<file path="src/rtl/vga_frame_capture_if.sv">
// Capture-buffer write port: one strobe per written mono pixel.
// Ports: pix_we strobe, pix_addr row*cols+col, pix_data mono pixel.
interface vga_frame_capture_if #(
    parameter int AW = 15
);
    logic          pix_we;
    logic [AW-1:0] pix_addr;
    logic          pix_data;

    modport master (
        output pix_we,
        output pix_addr,
        output pix_data
    );

    modport slave (
        input pix_we,
        input pix_addr,
        input pix_data
    );
endinterface

</file>
<file path="src/rtl/vga_frame_capture.sv">
// Recovers the active picture from a VGA sync stream, downsamples it
// by VGA_DIV and writes one mono pixel per grid point to a buffer.
// Ports: clk_vga/reset_n; hsync/vsync/red/green/blue VGA input;
// cap_en arms capture; wr write port; frame_done/frame_err pulses;
// busy high outside IDLE.
module vga_frame_capture #(
    parameter int H_ACTIVE = 640,
    parameter int H_BACK   = 48,
    parameter int V_ACTIVE = 480,
    parameter int V_BACK   = 33,
    parameter int VGA_DIV  = 4,
    parameter int AW       = 15
) (
    input  logic                clk_vga,
    input  logic                reset_n,
    input  logic                hsync,
    input  logic                vsync,
    input  logic [1:0]          red,
    input  logic [2:0]          green,
    input  logic [2:0]          blue,
    input  logic                cap_en,
    vga_frame_capture_if.master wr,
    output logic                frame_done,
    output logic                frame_err,
    output logic                busy
);
    localparam int LG   = $clog2(VGA_DIV);
    localparam int PW   = $clog2(H_ACTIVE);
    localparam int LW   = $clog2(V_ACTIVE + 1);
    localparam int CMAX = (V_BACK > H_BACK) ? V_BACK : H_BACK;
    localparam int CW   = $clog2(CMAX + 1);
    localparam logic [AW-1:0] COLS = AW'(H_ACTIVE / VGA_DIV);

    typedef enum logic [2:0] {
        IDLE, WAIT_VS, V_BACK_S, H_WAIT, H_BACK_S, ACTIVE, DONE
    } state_t;

    state_t        r_state, w_state_n;
    logic [PW-1:0] r_px, w_px_n;
    logic [LW-1:0] r_line, w_line_n;
    logic [CW-1:0] r_cnt, w_cnt_n;

    // {hsync, vsync, rgb}; syncs reset high so no false edge after reset
    logic [9:0] r_s1, r_s2;
    logic       r_hs_d, r_vs_d;

    logic          r_we, r_data, r_done, r_err;
    logic [AW-1:0] r_addr;
    logic          w_we, w_done, w_err;
    logic          w_hs, w_vs, w_pix, w_grid;
    logic          w_hs_rise, w_hs_fall, w_vs_rise, w_vs_fall;
    logic [AW-1:0] w_addr;

    assign w_hs      = r_s2[9];
    assign w_vs      = r_s2[8];
    assign w_pix     = |r_s2[7:0];
    assign w_hs_rise = w_hs & ~r_hs_d;
    assign w_hs_fall = ~w_hs & r_hs_d;
    assign w_vs_rise = w_vs & ~r_vs_d;
    assign w_vs_fall = ~w_vs & r_vs_d;

    assign w_grid = (r_px[LG-1:0] == '0) && (r_line[LG-1:0] == '0);
    assign w_addr = AW'(r_line >> LG) * COLS + AW'(r_px >> LG);

    always_comb begin
        w_state_n = r_state;
        w_px_n    = r_px;
        w_line_n  = r_line;
        w_cnt_n   = r_cnt;
        w_we      = 1'b0;
        w_done    = 1'b0;
        w_err     = 1'b0;
        unique case (r_state)
            IDLE: begin
                if (cap_en) w_state_n = WAIT_VS;
            end
            WAIT_VS: begin
                if (w_vs_rise) begin
                    w_state_n = V_BACK_S;
                    w_line_n  = '0;
                    w_cnt_n   = '0;
                end
            end
            V_BACK_S: begin
                if (w_vs_fall) begin
                    w_err     = 1'b1;
                    w_state_n = WAIT_VS;
                end else if (w_hs_rise) begin
                    // the V_BACK-th edge starts visible line 0;
                    // the edge cycle itself is back-porch cycle 0
                    if (r_cnt == CW'(V_BACK - 1)) begin
                        w_state_n = H_BACK_S;
                        w_cnt_n   = CW'(1);
                        w_line_n  = '0;
                    end else begin
                        w_cnt_n = r_cnt + CW'(1);
                    end
                end
            end
            H_WAIT: begin
                if (w_vs_fall) begin
                    w_err     = 1'b1;
                    w_state_n = WAIT_VS;
                end else if (w_hs_rise) begin
                    w_state_n = H_BACK_S;
                    w_cnt_n   = CW'(1);
                end
            end
            H_BACK_S: begin
                if (w_vs_fall) begin
                    w_err     = 1'b1;
                    w_state_n = WAIT_VS;
                end else if (r_cnt == CW'(H_BACK - 1)) begin
                    w_state_n = ACTIVE;
                    w_px_n    = '0;
                end else begin
                    w_cnt_n = r_cnt + CW'(1);
                end
            end
            ACTIVE: begin
                if (w_vs_fall ||
                    (w_hs_fall && r_px != PW'(H_ACTIVE - 1))) begin
                    w_err     = 1'b1;
                    w_state_n = WAIT_VS;
                end else begin
                    w_we = w_grid;
                    if (r_px == PW'(H_ACTIVE - 1)) begin
                        w_px_n    = '0;
                        w_line_n  = r_line + LW'(1);
                        w_state_n = (r_line == LW'(V_ACTIVE - 1))
                                    ? DONE : H_WAIT;
                    end else begin
                        w_px_n = r_px + PW'(1);
                    end
                end
            end
            DONE: begin
                w_done    = 1'b1;
                w_state_n = IDLE;
            end
            default: w_state_n = IDLE;
        endcase
    end

    always_ff @(posedge clk_vga or negedge reset_n) begin
        if (!reset_n) begin
            r_state <= IDLE;
            r_px    <= '0;
            r_line  <= '0;
            r_cnt   <= '0;
            r_s1    <= {2'b11, 8'h00};
            r_s2    <= {2'b11, 8'h00};
            r_hs_d  <= 1'b1;
            r_vs_d  <= 1'b1;
            r_we    <= 1'b0;
            r_addr  <= '0;
            r_data  <= 1'b0;
            r_done  <= 1'b0;
            r_err   <= 1'b0;
        end else begin
            r_state <= w_state_n;
            r_px    <= w_px_n;
            r_line  <= w_line_n;
            r_cnt   <= w_cnt_n;
            r_s1    <= {hsync, vsync, red, green, blue};
            r_s2    <= r_s1;
            r_hs_d  <= w_hs;
            r_vs_d  <= w_vs;
            r_we    <= w_we;
            if (w_we) begin
                r_addr <= w_addr;
                r_data <= w_pix;
            end
            r_done  <= w_done;
            r_err   <= w_err;
        end
    end

    assign wr.pix_we   = r_we;
    assign wr.pix_addr = r_addr;
    assign wr.pix_data = r_data;
    assign frame_done  = r_done;
    assign frame_err   = r_err;
    assign busy        = (r_state != IDLE);
endmodule

</file>
<file path="src/flat_wrapper.sv">
// flat-port wrapper written by rule: the top's interface ports become plain ports
module vga_frame_capture_flat 
#(
    parameter int H_ACTIVE = 640,
    parameter int H_BACK   = 48,
    parameter int V_ACTIVE = 480,
    parameter int V_BACK   = 33,
    parameter int VGA_DIV  = 4,
    parameter int AW       = 15
)
  (clk_vga, reset_n, hsync, vsync, red, green, blue, cap_en, frame_done, frame_err, busy, wr_pix_we, wr_pix_addr, wr_pix_data);
  vga_frame_capture_if #(.AW(AW)) wr_i ();
  input  logic clk_vga;
  input  logic reset_n;
  input  logic hsync;
  input  logic vsync;
  input  logic [1:0] red;
  input  logic [2:0] green;
  input  logic [2:0] blue;
  input  logic cap_en;
  output logic frame_done;
  output logic frame_err;
  output logic busy;
  output wire logic [$bits(wr_i.pix_we)-1:0] wr_pix_we;
  output wire logic [$bits(wr_i.pix_addr)-1:0] wr_pix_addr;
  output wire logic [$bits(wr_i.pix_data)-1:0] wr_pix_data;
  assign wr_pix_we = wr_i.pix_we;
  assign wr_pix_addr = wr_i.pix_addr;
  assign wr_pix_data = wr_i.pix_data;
  vga_frame_capture #(.H_ACTIVE(H_ACTIVE), .H_BACK(H_BACK), .V_ACTIVE(V_ACTIVE), .V_BACK(V_BACK), .VGA_DIV(VGA_DIV), .AW(AW)) u_core (.clk_vga(clk_vga), .reset_n(reset_n), .hsync(hsync), .vsync(vsync), .red(red), .green(green), .blue(blue), .cap_en(cap_en), .wr(wr_i), .frame_done(frame_done), .frame_err(frame_err), .busy(busy));
endmodule
</file>
<file path="config.mk">
export PLATFORM = sky130hd
export DESIGN_NAME = vga_frame_capture_flat
export DESIGN_NICKNAME = d
export VERILOG_FILES = /design/src/rtl/vga_frame_capture_if.sv /design/src/rtl/vga_frame_capture.sv /design/src/flat_wrapper.sv
export SDC_FILE = /design/constraint.sdc
export NUM_CORES = 1
export LEC_CHECK = 0
export BUFFER_PORTS_ARGS = -buffer_cell sky130_fd_sc_hd__buf_2
export CAP_MARGIN = 30
export CORE_ASPECT_RATIO = 1.1
export CORE_MARGIN = 3
export CORE_UTILIZATION = 27
export DETAILED_ROUTE_END_ITERATION = 12
export SYNTH_ARGS = -nofsm -noshare
export SYNTH_HDL_FRONTEND = slang
export SYNTH_SLANG_ARGS = --single-unit
</file>
<file path="constraint.sdc">
create_clock -name clk_vga -period 2.4 [get_ports clk_vga]
set_input_delay 0.48 -clock clk_vga [delete_from_list [all_inputs] [get_ports clk_vga]]
set_output_delay 0.48 -clock clk_vga [all_outputs]
set_load 0.01 [all_outputs]
</file>
==> flow_summary.json <==
{
  "postCtsHoldBufs": 0,
  "period_share": 0.980,
  "remaining_drc_errors": 0,
  "grt_pass1_wl_um": 13700,
  "power_density_nw_per_um2": 823,
  "grt_antenna_before_repair": 0,
  "cts_buffers": 9,
  "initial_utilization": 0.283,
  "timing.fmax_ghz": 0.425,
  "final_area_um2": 4530,
  "worstPathArrival_ps": 2570,
  "io_buffer_count": 32,
  "final.setup_skew_ps": 8.65,
  "dr_total_vias": 2895,
  "syn_avg_cell_area_um2": 10.4,
  "drt_iter0_drc": 187,
  "wirelength_um": 7960,
  "placed_area_um2": 4140,
  "rsz0062_at_grt": "true",
  "slowest_stage": "or4b_2",
  "hold_ws_ps": 165,
  "ys_ff_latch": 69,
  "ys_seq_area_frac": 0.477,
  "finalHoldViolCount": 0,
  "fin_util": 0.352,
  "dieArea_um2": 14900,
  "path_cells": "ha_4 > ha_1 > a211oi_1 > buf_4 > or4b_2 > o311ai_2 > xnor2_1 > a21oi_1",
  "worst_r2r_path_depth": 8,
  "cts_setup_buffers": 0,
  "reg2reg_to": "u_core.wr.pix_addr[13]$_DFFE_PN0P_",
  "core_area_um2": 12900,
  "outcome": "complete, no violations",
  "place_congestion": 0.856,
  "synth_edf_count": 0,
  "tightest_slew_ps": 492,
  "yosys_most_used_dff": "dfrtp_1",
  "path_max_fanout": 4,
  "slowest_delay_ps": 650,
  "r2r_setup_slack_ps": 50,
  "regArea_um2": 1730,
  "clock_sinks": 69,
  "first_pass_iters": 4,
  "clk_latency_ps": 330,
  "chipHeight_um": 128,
  "synth_cell_types": 59,
  "globalRouteOverflowTotal": 0,
  "cts.path.max_buffers": 2,
  "diodes": 0,
  "cts_tree": "done",
  "drive_gt1_frac": 0.271,
  "grt_max_degree": 70,
  "path_clk_slew_ps": 60,
  "power.total_w": 0.00373,
  "final_max_slew_viol_count": 0,
  "detail_route.wl_per_cell_um": 14.0,
  "synth_cells": 349,
  "ir_drop_v": 0.000402,
  "crit_type": "flip-flop to flip-flop",
  "fillerInstances": 1270,
  "grt_usage": 0.114,
  "hpwl_um": 5630,
  "ioPinCount": 33,
  "syn_nets": 383,
  "synth-warning-count": 0,
  "viasPerCell": 5.11,
  "finalSetupViolations": 0,
  "finalNetCount": 439,
  "cts-root-buf": "clkbuf_16",
  "start_kind": "flip-flop",
  "slew_headroom": 0.672,
  "h-tree-depth": 3,
  "drt.antenna.violating_nets": 0,
  "multi_input_area_um2": 1880,
  "syn2layout_area_growth_pct": 24.7,
  "dieWidth_um": 117,
  "hold_path.class": "input pin to async pin",
  "max_cap_viol_count": 0,
  "synth.cell_area_um2": 3630,
  "cp.required_ps": 2620,
  "setup.worst_path.end_class": "flip-flop",
  "min_period_ps": 2350,
  "grt_pass1_vias": 2970,
  "r2r-start": "u_core.r_line[4]$_DFFE_PN0P_",
  "async_reset_ff_frac": 1.00,
  "p_leak_nw": 2.01,
  "num_rows": 43
}
==> cell type report <==
cell class,instances,area share
multi-input cells,255,0.416
clock inverters,6,0.0157
repair buffers,56,0.0779
well taps,157,0.0434
clock buffers,10,0.0527
inverters,14,0.0116
flip-flops and latches,69,0.383
==> metal layers <==
| layer | track usage | part of all wire |
|---|---|---|
| met5 | 0 | 0 |
| met4 | 0.0486 | 0.016 |
| met3 | 0.0250 | 0.040 |
| met2 | 0.186 | 0.50 |
| met1 | 0.147 | 0.44 |
==> metrics by stage <==
step,instances,TNS [ps],setup slack (ps)
after floorplan,349,0,9.67
after global placement,551,-31.8,-21.8
after detailed placement,551,-132,-79.5
after CTS,567,0,1.38
after global routing,567,-176,-81.2
final,567,0,48.4
==> layout by cell type, fill, tap and decap left out, types with 11 or more instances in the layout <==
master / instances
buf_2: 32
nor2_1: 28
nand3_1: 13
nand2_1: 14
inv_1: 14
mux2_2: 11
buf_4: 23
o21ai_0: 27
a21oi_1: 16
ha_1: 14
dfrtp_1: 63
==> worst max-delay path by stage <==
stage	start	end	cells past startpoint
6_report	u_core.r_line[4]$_DFFE_PN0P_	u_core.wr.pix_addr[13]$_DFFE_PN0P_	8
5_1_grt	u_core.r_line[6]$_DFFE_PN0P_	u_core.wr.pix_addr[13]$_DFFE_PN0P_	7
4_1_cts	u_core.r_line[4]$_DFFE_PN0P_	u_core.wr.pix_addr[13]$_DFFE_PN0P_	8
3_5_place_dp	u_core.r_line[5]$_DFFE_PN0P_	u_core.wr.pix_addr[13]$_DFFE_PN0P_	8
3_3_place_gp	u_core.r_line[4]$_DFFE_PN0P_	u_core.wr.pix_addr[14]$_DFFE_PN0P_	8
2_1_floorplan	u_core.r_line[3]$_DFFE_PN0P_	u_core.wr.pix_addr[13]$_DFFE_PN0P_	8
==> logic make-up after synthesis <==
group	synth area share
AOI/OAI and AO/OA	0.173
xor gates and xnor gates	0.0193
adders and majority gates	0.0764
buffers and inverters	0.0296
DFF	0.477
muxes	0.0396
and+or+nand+nor	0.185
==> cell usage after synthesis (all sizes together) (4+ instances only) <==
| master | count | area share |
|---|---|---|
| dfrtp | 63 | 0.43 |
| o21ai | 29 | 0.040 |
| nor2 | 28 | 0.029 |
| ha | 19 | 0.065 |
| a21oi | 17 | 0.024 |
| inv | 14 | 0.014 |
| nand2 | 14 | 0.014 |
| nand3 | 13 | 0.018 |
| mux2 | 11 | 0.034 |
| nor4 | 9 | 0.017 |
| a31oi | 8 | 0.014 |
| nand2b | 8 | 0.016 |
| o31ai | 8 | 0.017 |
| and3 | 7 | 0.012 |
| nor2b | 7 | 0.014 |
| buf | 6 | 0.010 |
| dfstp | 6 | 0.043 |
| a21o | 5 | 0.010 |
| clkbuf | 5 | 0.0052 |
| nand4 | 5 | 0.0086 |
| nor3 | 5 | 0.010 |
| o211ai | 5 | 0.010 |
| or4 | 5 | 0.010 |
| xnor2 | 5 | 0.012 |
| o21a | 4 | 0.0083 |
==> flip-flops by register name (all words and copies together) (netlist names) <==
name,flops
u_core.wr.pix_addr,15
u_core.r_px,10
u_core.r_s1,10
u_core.r_s2,10
u_core.r_line,9
u_core.r_cnt,6
u_core.r_state,3
u_core.frame_done,1
u_core.frame_err,1
u_core.r_hs_d,1
u_core.r_vs_d,1
u_core.wr.pix_data,1
u_core.wr.pix_we,1
==> critical path: cells and delay by family (launching register included) <==
family,cells,cell delay [ps]
buffers and inverters,1,160
AND/OR/NAND/NOR,1,650
adder cells (fa/ha/maj),2,550
XOR/XNOR,1,160
flip-flops,1,430
AO/OA/AOI/OAI,3,300
==> repair_timing <==
item,in CTS,in global routing
endpoints found under the hold margin,0,0
resized for setup,4,11
pin swaps,0,7
endpoints found under the setup margin,4,5
cloned,0,0
==> where the power goes <==
group,total [W],switching (W),internal [W]
Combinational,0.000971,0.000572,0.000399
Clock,0.00135,0.000510,0.000839
Sequential,0.00141,0.0000985,0.00131
Total,0.00373,0.00118,0.00255
Note: power is estimated with default switching activity, not from simulation.
